`src/rtl/pcm_feeder.sv`:
```
// PCM sample feeder: processor-written FIFO feeding the I2S transmitter handshake.
// Optional attenuation shifter enabled by defining PCM_FEEDER_VOLUME_EN.
//
// state    | meaning
// IDLE     | waiting for run && tx_ready; selects FIFO head or silence
// SEND     | registers pcm_out and raises sent for one cycle
// WAIT_LOW | holds pcm_out until transmitter drops tx_ready
module pcm_feeder #(
  parameter int DEPTH = 16,
  parameter int CNT_W = 16
) (
  input  logic                     clk,
  input  logic                     rstn,
  input  logic                     wr_en,
  input  logic [23:0]              wr_data,
  input  logic                     run,
  input  logic [3:0]               vol,
  input  logic                     clr_stats,
  input  logic                     tx_ready,
  output logic [23:0]              pcm_out,
  output logic                     sent,
  output logic [$clog2(DEPTH):0]   fifo_count,
  output logic                     fifo_full,
  output logic                     fifo_empty,
  output logic                     overflow,
  output logic [CNT_W-1:0]         underrun_cnt
);

  localparam int AW = $clog2(DEPTH);

  typedef enum logic [1:0] {IDLE, SEND, WAIT_LOW} state_t;

  state_t       state;
  logic [23:0]  mem [DEPTH];
  logic [AW-1:0] wr_ptr;
  logic [AW-1:0] rd_ptr;
  logic [23:0]  sample_q;
  logic [23:0]  shaped;
  logic         grant;
  logic         pop;
  logic         push;

  assign fifo_full  = (fifo_count == (AW+1)'(DEPTH));
  assign fifo_empty = (fifo_count == '0);

  assign grant = (state == IDLE) && run && tx_ready;
  assign pop   = grant && !fifo_empty;
  // A write into a full FIFO still lands when the head leaves in the same cycle.
  assign push  = wr_en && (!fifo_full || pop);

`ifdef PCM_FEEDER_VOLUME_EN
  assign shaped = $signed(sample_q) >>> vol;
`else
  logic unused_vol;
  assign unused_vol = ^vol;
  assign shaped = sample_q;
`endif

  always_ff @(posedge clk) begin
    if (push) mem[wr_ptr] <= wr_data;
  end

  always_ff @(posedge clk or negedge rstn) begin
    if (!rstn) begin
      wr_ptr     <= '0;
      rd_ptr     <= '0;
      fifo_count <= '0;
    end else begin
      if (push) wr_ptr <= wr_ptr + 1'b1;
      if (pop)  rd_ptr <= rd_ptr + 1'b1;
      case ({push, pop})
        2'b10:   fifo_count <= fifo_count + 1'b1;
        2'b01:   fifo_count <= fifo_count - 1'b1;
        default: fifo_count <= fifo_count;
      endcase
    end
  end

  always_ff @(posedge clk or negedge rstn) begin
    if (!rstn) begin
      state    <= IDLE;
      sample_q <= '0;
      pcm_out  <= '0;
      sent     <= 1'b0;
    end else begin
      sent <= 1'b0;
      case (state)
        IDLE: begin
          if (grant) begin
            sample_q <= fifo_empty ? 24'h0 : mem[rd_ptr];
            state    <= SEND;
          end
        end
        SEND: begin
          pcm_out <= shaped;
          sent    <= 1'b1;
          state   <= WAIT_LOW;
        end
        WAIT_LOW: begin
          if (!tx_ready) state <= IDLE;
        end
        default: state <= IDLE;
      endcase
    end
  end

  always_ff @(posedge clk or negedge rstn) begin
    if (!rstn) begin
      overflow     <= 1'b0;
      underrun_cnt <= '0;
    end else if (clr_stats) begin
      overflow     <= 1'b0;
      underrun_cnt <= '0;
    end else begin
      if (wr_en && !push) overflow <= 1'b1;
      if (grant && fifo_empty && (underrun_cnt != '1))
        underrun_cnt <= underrun_cnt + 1'b1;
    end
  end

endmodule
```
`config.mk`:
```
export PLATFORM = sky130hd
export DESIGN_NAME = pcm_feeder
export DESIGN_NICKNAME = d
export VERILOG_FILES = /design/src/rtl/pcm_feeder.sv
export SDC_FILE = /design/constraint.sdc
export NUM_CORES = 1
export LEC_CHECK = 0
export ABC_AREA = 1
export ABC_CLOCK_PERIOD_IN_PS = 3200
export BUFFER_PORTS_ARGS = -buffer_cell sky130_fd_sc_hd__buf_2
export CAP_MARGIN = 30
export CORE_MARGIN = 8
export CORE_UTILIZATION = 35
export DETAILED_ROUTE_END_ITERATION = 8
export PLACE_DENSITY_LB_ADDON = 0.1
export RECOVER_POWER = 100
export SETUP_SLACK_MARGIN = 0.02
export SLEW_MARGIN = 10
export SYNTH_ARGS = -nofsm -noshare
export SYNTH_HDL_FRONTEND = slang
export SYNTH_SLANG_ARGS = --single-unit
```
`constraint.sdc`:
```
create_clock -name clk -period 3.2 [get_ports clk]
set_input_delay 0.8 -clock clk [delete_from_list [all_inputs] [get_ports clk]]
set_output_delay 0.8 -clock clk [all_outputs]
set_load 0.05 [all_outputs]
```
==> impl_metrics.csv, run 1 <==
group,metric,value,unit
setup_path,path_cells,"nor2_1 -> nand3_1 -> inv_1 -> clkbuf_1",
routing,drc,0,
power_and_ir_drop,swShare,0.384,
sta,finalSetupTns,0,ns
clock_tree,cts_setup_buffers,0,
logic_synthesis,yosysWarnings,0,
finish,nNetsFinal,2144,
logic_synthesis,synth_top_cell_area_share,0.571,
logic_synthesis,synth_cell_type_count,34,
setup_path,cp-start-kind,"flip-flop",
finish,seq_area,13600,sq um
finish,fillers,5624,
placement,place_hpwl,30.9,mm
grt,grt_pass1_wl,81.1,mm
floorplanning,die_y,256,um
logic_synthesis,syn-num-nets,2052,
finish,area_delta_synth_final,14.9,%
logic_synthesis,ys_seq_area_frac,0.671,
clock_tree,htreeDepth,2,
sta,whs,0.375,ns
setup_path,worst_r2r_path_depth,8,
power_and_ir_drop,ir_drop,0.592,mV
setup_path,end_kind,"output port",
logic_synthesis,yosysMostFrequentCell,"nand2_1",
clock_tree,root_buffer,"clkbuf_16",
power_and_ir_drop,p_clk_frac,0.280,
clock_tree,clock_sinks,465,
placement,io_buffers,78,
sta,skew,0.0271,ns
logic_synthesis,synthTopCellsByArea,"edfxtp_1 (57%), nand2_1 (13%), dfrtp_1 (10%)",
grt,grtUsageTotal,0.159,
power_and_ir_drop,pwr-share-comb,0.336,
placement,placed_area,21800,sq um
setup_path,path_depth,4,
sta,maxSlewViolCount,0,
power_and_ir_drop,pwr-share-seq,0.384,
clock_tree,cts_tree,"done",
setup_path,required,2.40,ns
setup_path,worst-path-max-fanout,5,
placement,gp_congestion,0.789,
sta,tightest_slew,1.24,ns
grt,grt_max_degree,119,
power_and_ir_drop,total_power,20.4,mW
run,cap_violations,0,
logic_synthesis,ys_dominant_reg_cell,"edfxtp_1",
setup_path,crit_path_start,"fifo_count[1]$_DFFE_PN0P_",
power_and_ir_drop,power-per-cell-area,879,nW/um^2
setup_path,crit_family,"buffers and inverters",
routing,drt-total-wl,52.4,mm
clock_tree,clk_path_buf_depth,3,
setup_path,critPathSlowestCell,"clkbuf_1",
finish,post-route-util,0.405,
logic_synthesis,synth_common_cells,"nand2_1 (716), edfxtp_1 (384), nand3_1 (316)",
routing,first_pass_iters,5,
finish,fin_area,23200,sq um
setup_path,rrSetupSlack,0.45,ns
logic_synthesis,syn_inst,2008,
routing,drt_iter0_drc,855,
setup_path,crit_type,"flip-flop to output port",
setup_path,arrival,2.03,ns
setup_path,endpoint,"fifo_full",
routing,wl_per_cell,18.0,um
grt,grt-ovfl-total,0,
finish,multi_input_area,5020,sq um
floorplanning,row_count,88,
setup_path,critPathMaxStageDelay,0.50,ns
logic_synthesis,synth-edff-count,384,
routing,viasPerCell,4.62,
logic_synthesis,yosys.area.top_type,"edfxtp_1",
floorplanning,die_w,256,um
logic_synthesis,synthArstFlopShare,0.174,
setup_path,r2r_end,"mem[3][14]$_DFFE_PP_",
floorplanning,core,57400,sq um
grt,antenna_found_initial,1,
power_and_ir_drop,p_int,12.6,mW
sta,post-route-min-period,2.83,ns
floorplanning,start_util,0.352,
floorplanning,ios,83,
sta,rsz0062_at_grt,"false",
clock_tree,numCtsBuffers,53,
floorplanning,die_area,65600,sq um
routing,ant_nets,0,
clock_tree,clock_latency,0.59,ns
worst_hold_path,hp-class,"primary input to flip-flop",
logic_synthesis,synthesis.area,20200,sq um
power_and_ir_drop,leakagePower,9.98,nW
clock_tree,clkTransAtPathRegs,0.06,ns
logic_synthesis,ys_ff_latch,465,
sta,post-route-period-util,0.886,
sta,hold_viol,0,
finish,layout-drive-gt1-share,0.0645,
routing,vias,13400,
clock_tree,cts_hold_buf,0,
sta,clock.fmax,353,MHz
sta,final-setup-viol-count,0,
setup_path,crit_buf_inv,2,
logic_synthesis,syn_area_per_cell,10.1,sq um
grt,grt_pass1_vias,13200,
sta,slew-limit-headroom,0.175,
setup_path,rr_startpoint,"state[0]$_DFFE_PN0P_",
power_and_ir_drop,p_sw,7.83,mW
status,status,"complete, no violations",
clock_tree,cts.repair.resized,0,
[power by group through the flow]
stage | Sequential, mW | Clock [mW] | Combinational, mW
final | 7.82 | 5.71 | 6.85
after global placement | 7.93 | 0 | 7.11
after detailed placement | 7.94 | 0 | 7.12
after floorplan | 8.44 | 0 | 3.98
after global routing | 7.92 | 6.10 | 7.68
after CTS | 7.82 | 5.90 | 7.15
[per-stage QoR]
step	setup slack [ns]	instances
detailed placement	0.319	2808
global placement	0.334	2808
floorplan	0.0889	2008
finish	0.366	2906
global route	0.232	2905
CTS	0.512	2903
[layer usage]
layer | vias up | global-route usage | share of wire
met5 | - | 0 | 0.00025
met4 | 2 | 0.0510 | 0.025
met3 | 85 | 0.0280 | 0.044
met2 | 237 | 0.264 | 0.48
met1 | 6450 | 0.210 | 0.45
li1 | 6657 | - | -
[worst reg2reg max path: stages (launching register included)]
cell	delay [ns]
dfrtp_1	0.35
inv_1	0.08
nand2_1	0.07
nor2_1	0.42
inv_2	0.11
a21oi_4	0.39
nand2_1	0.32
nor2_4	0.14
clkbuf_4	0.49
[cell type report]
| cell class | count | share of cell area |
|---|---|---|
| Antenna cell | 1 | 0.000108 |
| Clock inverter | 19 | 0.00625 |
| Inverter | 305 | 0.0496 |
| Timing Repair Buffer | 130 | 0.0384 |
| Tap cell | 765 | 0.0412 |
| Clock buffer | 76 | 0.0635 |
| Multi-Input combinational cell | 1145 | 0.216 |
| Sequential cell | 465 | 0.585 |
[sequential cells by signal, indices dropped and copies added (netlist names)]
register / count
sent: 1
fifo_count: 5
pcm_out: 24
sample_q: 24
overflow: 1
rd_ptr: 4
wr_ptr: 4
underrun_cnt: 16
state: 2
mem: 384
[placed cells by master, fill, tap and decap left out, types with 2 or more instances in the layout]
cell type and instances:
nand3_1 317, nor2_2 2, buf_4 21, clkbuf_4 4
clkbuf_1 94, o21ai_0 5, inv_6 3, clkbuf_8 4
edfxtp_1 384, dfrtp_4 2, nor2_4 6, a21oi_1 3
nand4_1 12, nand2_1 718, buf_2 4, nand3b_1 5
xnor2_1 3, nor2_1 40, xor2_1 12, clkbuf_2 7
ha_1 9, o21bai_1 5, clkbuf_16 54, clkinv_1 12
bufinv_16 2, buf_12 16, clkinv_2 3, dfrtp_1 78
inv_2 2, inv_1 300
[logic make-up after synthesis]
group / count (synthesis) / share of synthesized area
flops: 465 / 0.671
buf+inv: 398 / 0.0805
fa+ha+maj: 10 / 0.00657
simple gates: 1104 / 0.230
xor+xnor: 15 / 0.00651
compound gates: 16 / 0.00533
[worst min path at each step]
stage | to | slack [ns] | from | depth (start not counted)
floorplan | sample_q[0]$_DFFE_PN0P_ | 0.45 | sample_q[0]$_DFFE_PN0P_ | 2
global placement | pcm_out[9]$_DFFE_PN0P_ | 0.45 | pcm_out[9]$_DFFE_PN0P_ | 2
detailed placement | pcm_out[9]$_DFFE_PN0P_ | 0.45 | pcm_out[9]$_DFFE_PN0P_ | 2
CTS | pcm_out[6]$_DFFE_PN0P_ | 0.22 | rstn | 1
global route | overflow$_DFFE_PN0P_ | 0.35 | clr_stats | 2
finish | overflow$_DFFE_PN0P_ | 0.38 | clr_stats | 2
Note: power is estimated with default switching activity, not from simulation.
==> inputs of run 2 (changes only) <==
--- a/config.mk
+++ b/config.mk
@@ -5,13 +5,14 @@
 export SDC_FILE = /design/constraint.sdc
 export NUM_CORES = 1
 export LEC_CHECK = 0
-export ABC_AREA = 1
+export ABC_AREA = 0
 export ABC_CLOCK_PERIOD_IN_PS = 3200
 export BUFFER_PORTS_ARGS = -buffer_cell sky130_fd_sc_hd__buf_2
 export CAP_MARGIN = 30
 export CORE_MARGIN = 8
 export CORE_UTILIZATION = 35
 export DETAILED_ROUTE_END_ITERATION = 8
+export HOLD_SLACK_MARGIN = 0.05
 export PLACE_DENSITY_LB_ADDON = 0.1
 export RECOVER_POWER = 100
 export SETUP_SLACK_MARGIN = 0.02
==> run 2 against run 1 <==
The flow now finishes with violations (capacitance limit, slew limit). Utilization rose by 0.27 points. Combinational power fell by 14%. Worst setup slack got worse by 0.085 ns. Non-clock buffer count rose by 9. Synthesized cell count fell by 53%. Final cell count fell by 38%. Worst hold slack improved by 0.11 ns. Critical path depth fell by 1. Register-to-register slack got worse by 0.11 ns. Sequential power rose by 3.2%. Routed wire length fell by 18%. Cell area fell by 8.3%. Critical endpoint unchanged. Largest power group unchanged.
==> impl_metrics.csv, run 2 <==
group,metric,value,unit
sta,clock.fmax,342,MHz
routing,wl_met1,20.2,mm
logic_synthesis,synth_fa_ha_area_frac,0.00721,
clock_tree,clock_sinks,465,
routing,drc,0,
routing,wl_per_cell,23.8,um
sta,skew,0.0200,ns
logic_synthesis,synth_top_family_by_area,"multiplexers",
power_and_ir_drop,ir_drop,0.374,mV
logic_synthesis,synthArstFlopShare,0.174,
sta,final-setup-viol-count,0,
placement,gp_congestion,0.711,
sta,post-route-period-util,0.912,
grt,antenna_found_initial,1,
grt,grt_max_degree,58,
routing,wl_met2,20.1,mm
clock_tree,clk_path_buf_depth,3,
run,cap_violations,1,
grt,grt-ovfl-total,0,
finish,final_common_cell,"edfxtp_1",
finish,n_antenna_cell,0,
logic_synthesis,synth_common_cells,"edfxtp_1 (384), mux4_2 (91), dfrtp_1 (81)",
logic_synthesis,yosysMostFrequentCell,"edfxtp_1",
logic_synthesis,synth-simple-area-share,0.0473,
routing,drt_iter0_drc,532,
logic_synthesis,ys_dominant_reg_cell,"edfxtp_1",
logic_synthesis,synth-edff-count,384,
grt,grtUsageTotal,0.144,
floorplanning,start_util,0.352,
logic_synthesis,synth-compound-area-share,0.0406,
placement,placed_area,20100,sq um
clock_tree,cts_hold_buf,0,
clock_tree,root_buffer,"clkbuf_16",
logic_synthesis,synthXorXnorAreaFrac,0.0100,
logic_synthesis,yosys.area.top_type,"edfxtp_1",
clock_tree,cts.repair.resized,0,
routing,vias,9143,
power_and_ir_drop,total_power,19.4,mW
routing,drt-total-wl,43.0,mm
status,status,"finished with violations",
status,violations,"capacitance limit, slew limit",
finish,largest_register_ffs,384,
logic_synthesis,synth_cell_type_count,53,
logic_synthesis,synth_mux_area_frac,0.138,
routing,wl_met3,1.94,mm
placement,place_hpwl,26.0,mm
floorplanning,ios,83,
setup_path,crit_type,"flip-flop to output port",
finish,layout-drive-gt1-share,0.244,
power_and_ir_drop,power-per-cell-area,912,nW/um^2
sta,rsz0062_at_grt,"false",
logic_synthesis,yosysWarnings,0,
logic_synthesis,synthesis.area,18400,sq um
finish,regMostFlops,"mem",
routing,ant_nets,0,
sta,maxSlewViolCount,27,
setup_path,worst-path-max-fanout,6,
logic_synthesis,syn-num-nets,985,
grt,grt_pass1_vias,9713,
worst_hold_path,hp-class,"primary input to flip-flop",
finish,fin_area,21300,sq um
finish,area_delta_synth_final,15.7,%
setup_path,required,2.40,ns
clock_tree,htreeDepth,2,
clock_tree,clock_latency,0.58,ns
floorplanning,die_w,245,um
sta,slew-limit-headroom,-0.0240,
sta,tightest_slew,1.54,ns
placement,dp_cells,1715,
logic_synthesis,syn_area_per_cell,19.5,sq um
floorplanning,row_count,84,
clock_tree,numCtsBuffers,50,
power_and_ir_drop,leakagePower,7.07,nW
routing,viasPerCell,5.07,
logic_synthesis,ys_ff_latch,465,
setup_path,cp-start-kind,"flip-flop",
logic_synthesis,syn_inst,941,
logic_synthesis,ys_seq_area_frac,0.737,
routing,top_layer,"met5",
setup_path,end_kind,"output port",
floorplanning,core,52200,sq um
finish,nNetsFinal,1123,
sta,post-route-min-period,2.92,ns
placement,io_buffers,78,
setup_path,arrival,2.12,ns
logic_synthesis,synth_top_cell_area_share,0.627,
finish,final_cells,1805,
sta,whs,0.490,ns
sta,hold_viol,0,
clock_tree,cts_setup_buffers,0,
grt,grt_pass1_wl,64.7,mm
clock_tree,cts_tree,"done",
floorplanning,die_y,245,um
sta,finalSetupTns,0,ns
logic_synthesis,synthTopCellsByArea,"edfxtp_1 (63%), mux4_2 (11%), dfrtp_1 (11%)",
finish,reg_top3,"mem (384), pcm_out (24), sample_q (24)",
finish,final_cell_mix,"edfxtp_1 (384), clkbuf_1 (105), mux4_2 (91)",
routing,first_pass_iters,5,
clock_tree,clkTransAtPathRegs,0.06,ns
floorplanning,die_area,60100,sq um
[run 2: worst max-delay path: stages, from the launching register on]
cell	delay [ns]
dfrtp_1	0.47
or4_4	0.62
nor2_4	0.15
clkbuf_2	0.30
[run 2: kinds of logic after synthesis]
family | count (synthesis)
xor gates and xnor gates | 21
buffers and inverters | 60
muxes | 130
adders and majority gates | 10
and+or+nand+nor | 167
AOI/OAI and AO/OA | 88
DFF | 465
[run 2: final cells by class]
cell class / count / area, sq um
Fill cell: 4692 / 31000
Sequential cell: 465 / 13600
Multi-Input combinational cell: 416 / 4520
Clock buffer: 65 / 1330
Tap cell: 688 / 861
Timing Repair Buffer: 139 / 757
Clock inverter: 25 / 209
Inverter: 7 / 26.3
[run 2: final timing paths]
kind,slack [ns],depth (start not counted),from,to
max,0.28,3,fifo_count[1]$_DFFE_PN0P_,fifo_full
min,0.49,3,tx_ready,state[1]$_DFFE_PN0P_
max reg2reg,0.34,6,fifo_count[0]$_DFFE_PN0P_,mem[2][9]$_DFFE_PP_
min reg2reg,0.50,1,sample_q[16]$_DFFE_PN0P_,sample_q[16]$_DFFE_PN0P_
max in group asynchronous,1.25,2,rstn,pcm_out[17]$_DFFE_PN0P_
min in group asynchronous,0.56,1,rstn,sent$_DFF_PN0_
[run 2: through the flow]
step / setup WS (ns) / util
after CTS: 0.231 / 0.413
final: 0.280 / 0.407
after global routing: 0.133 / 0.407
after detailed placement: 0.0970 / 0.384
after global placement: 0.0639 / 0.384
after floorplan: 0.0726 / -
[run 2: where the power goes]
part	internal, mW	switching, mW	total [mW]
combinational	2.39	3.48	5.87
clock	3.16	2.30	5.46
sequential	7.47	0.607	8.07
[run 2: per-layer routing]
metal / vias up / GRT usage
met5: - / 0
met4: 2 / 0.0338
met3: 56 / 0.0277
met2: 176 / 0.228
met1: 4846 / 0.204
li1: 4063 / -
==> inputs of run 3 (changes only) <==
--- a/config.mk
+++ b/config.mk
@@ -15,8 +15,9 @@
 export HOLD_SLACK_MARGIN = 0.05
 export PLACE_DENSITY_LB_ADDON = 0.1
 export RECOVER_POWER = 100
-export SETUP_SLACK_MARGIN = 0.02
+export SETUP_SLACK_MARGIN = 0.5
 export SLEW_MARGIN = 10
 export SYNTH_ARGS = -nofsm -noshare
 export SYNTH_HDL_FRONTEND = slang
 export SYNTH_SLANG_ARGS = --single-unit
+export TNS_END_PERCENT = 20
==> run 3 against run 2 <==
The flow now finishes without violations. Routed wire length rose by 0.33%. Worst hold slack got worse by 0.0077 ns. Combinational power fell by 1%. Register-to-register slack improved by 0.04 ns. Via count about the same. Fmax increased by 3.4%. Non-clock buffer count is 4 lower. Critical path type is now flip-flop to flip-flop. Critical endpoint is now sample_q[17]$_DFFE_PN0P_. Largest power group unchanged.
==> impl_metrics.csv, run 3 (synthesized netlist as in run 2, its figures left out) <==
group,metric,value,unit
finish,reg_top3,"mem (384), pcm_out (24), sample_q (24)",
floorplanning,die_y,245,um
sta,clock.fmax,354,MHz
routing,drc,0,
finish,regMostFlops,"mem",
finish,post-route-util,0.405,
setup_path,rrSetupSlack,0.38,ns
routing,first_pass_iters,4,
status,status,"complete, no violations",
floorplanning,ios,83,
sta,finalSetupTns,0,ns
finish,area_delta_synth_final,15.1,%
clock_tree,cts_hold_buf,0,
routing,wl_per_cell,24.0,um
setup_path,worst_r2r_path_depth,6,
floorplanning,row_count,84,
clock_tree,clk_path_buf_depth,3,
placement,placed_area,20000,sq um
finish,nNetsFinal,1118,
setup_path,worst-path-max-fanout,24,
power_and_ir_drop,power-per-cell-area,901,nW/um^2
sta,post-route-min-period,2.82,ns
setup_path,path_cells,"buf_12 -> mux4_2 -> and2_1 -> a211oi_1 -> a31oi_1 -> a22o_1",
setup_path,rr_startpoint,"rd_ptr[0]$_DFFE_PN0P_",
power_and_ir_drop,leakagePower,7.05,nW
floorplanning,core,52200,sq um
routing,drt_iter0_drc,509,
setup_path,critPathMaxStageDelay,0.83,ns
setup_path,end_kind,"flip-flop",
setup_path,arrival,3.29,ns
run,cap_violations,0,
clock_tree,clkTransAtPathRegs,0.06,ns
sta,maxSlewViolCount,0,
sta,slew-limit-headroom,0.00759,
setup_path,r2r_end,"sample_q[17]$_DFFE_PN0P_",
sta,tightest_slew,1.49,ns
finish,final_cell_mix,"edfxtp_1 (384), mux4_2 (91), clkbuf_1 (91)",
finish,largest_register_ffs,384,
clock_tree,clock_latency,0.58,ns
finish,seq_area,13600,sq um
finish,final_common_cell,"edfxtp_1",
placement,gp_congestion,0.756,
routing,viasPerCell,5.09,
grt,grt_max_degree,53,
setup_path,crit_family,"compound AO/OA/AOI/OAI gates",
placement,place_hpwl,25.5,mm
routing,drt-total-wl,43.2,mm
grt,grtUsageTotal,0.145,
routing,ant_nets,0,
sta,rsz0062_at_grt,"true",
finish,n_antenna_cell,0,
clock_tree,numCtsBuffers,49,
grt,antenna_found_initial,3,
setup_path,crit_type,"flip-flop to flip-flop",
sta,post-route-period-util,0.883,
clock_tree,clock_sinks,465,
clock_tree,cts_tree,"done",
placement,io_buffers,78,
finish,multi_input_area,4430,sq um
power_and_ir_drop,ir_drop,0.377,mV
routing,vias,9144,
setup_path,crit_buf_inv,1,
grt,grt_pass1_wl,65.0,mm
grt,grt_pass1_vias,9553,
finish,fin_area,21200,sq um
setup_path,required,3.66,ns
floorplanning,die_w,245,um
floorplanning,die_area,60100,sq um
grt,grt-ovfl-total,0,
clock_tree,root_buffer,"clkbuf_16",
sta,skew,0.0151,ns
floorplanning,start_util,0.352,
sta,hold_viol,0,
clock_tree,htreeDepth,2,
setup_path,critPathSlowestCell,"dfrtp_1",
finish,fillers,4707,
sta,final-setup-viol-count,0,
setup_path,cp-start-kind,"flip-flop",
worst_hold_path,hp-class,"primary input to asynchronous set/reset pin",
finish,layout-drive-gt1-share,0.236,
[run 3: cell count changes in the layout (fill, tap and decap cells not counted), moves of 5 or more]
cell	change
a211oi_1	+14
a211oi_2	-14
clkbuf_1	-14
buf_4	+7
nor2_1	+6
nor2_4	-5
[run 3: worst max-delay path by stage]
stage | startpoint | end | slack (ns) | cells past startpoint
floorplan | run | mem[15][0]$_DFFE_PP_ | 0.12 | 5
global placement | tx_ready | fifo_count[4]$_DFFE_PN0P_ | 0.04 | 9
detailed placement | tx_ready | fifo_count[4]$_DFFE_PN0P_ | 0.1 | 9
CTS | fifo_count[0]$_DFFE_PN0P_ | fifo_empty | 0.43 | 3
global route | fifo_count[2]$_DFFE_PN0P_ | mem[0][14]$_DFFE_PP_ | 0.22 | 7
finish | rd_ptr[0]$_DFFE_PN0P_ | sample_q[17]$_DFFE_PN0P_ | 0.38 | 6
[run 3: worst reg2reg max path, cell delays in order (launching register included)]
cell and delay, ns:
dfrtp_1 0.83, buf_12 0.33, mux4_2 0.55, and2_1 0.17, a211oi_1 0.46, a31oi_1 0.14
a22o_1 0.24
[run 3: per-stage QoR]
| step | power, mW | hold slack [ns] | setup WS [ns] | std cells |
|---|---|---|---|---|
| final | 19.1 | 0.482 | 0.376 | 1798 |
| after floorplan | 12.2 | 0.453 | 0.118 | 941 |
| after global placement | 14.2 | 0.484 | 0.0362 | 1707 |
| after CTS | 19.7 | 0.232 | 0.434 | 1798 |
| after detailed placement | 14.3 | 0.494 | 0.0963 | 1707 |
| after global routing | 20.0 | 0.476 | 0.223 | 1798 |
[run 3: layout make-up]
| type | instances | area share |
|---|---|---|
| inverters | 7 | 0.00124 |
| clock buffers | 62 | 0.0602 |
| flip-flops and latches | 465 | 0.641 |
| multi-input cells | 416 | 0.209 |
| repair buffers | 135 | 0.0385 |
| clock inverters | 25 | 0.00910 |
| well taps | 688 | 0.0407 |
[run 3: repair_timing]
item,CTS,global route
gates resized for setup,6,4
endpoints found under the hold margin,0,0
setup endpoints to repair,3,87
cloned,0,0
pin swaps,3,1
buffers inserted,4,0
[run 3: routing by layer]
metal	vias up	track usage	part of all wire
li1	4051	-	-
met1	4847	0.204	0.47
met2	176	0.228	0.47
met3	64	0.0314	0.047
met4	6	0.0328	0.016
met5	-	0	0.00093
[run 3: report_power, final]
group	internal, mW	switching [mW]
combinational	2.31	3.48
sequential	7.46	0.520
clock	3.04	2.26
total	12.8	6.25
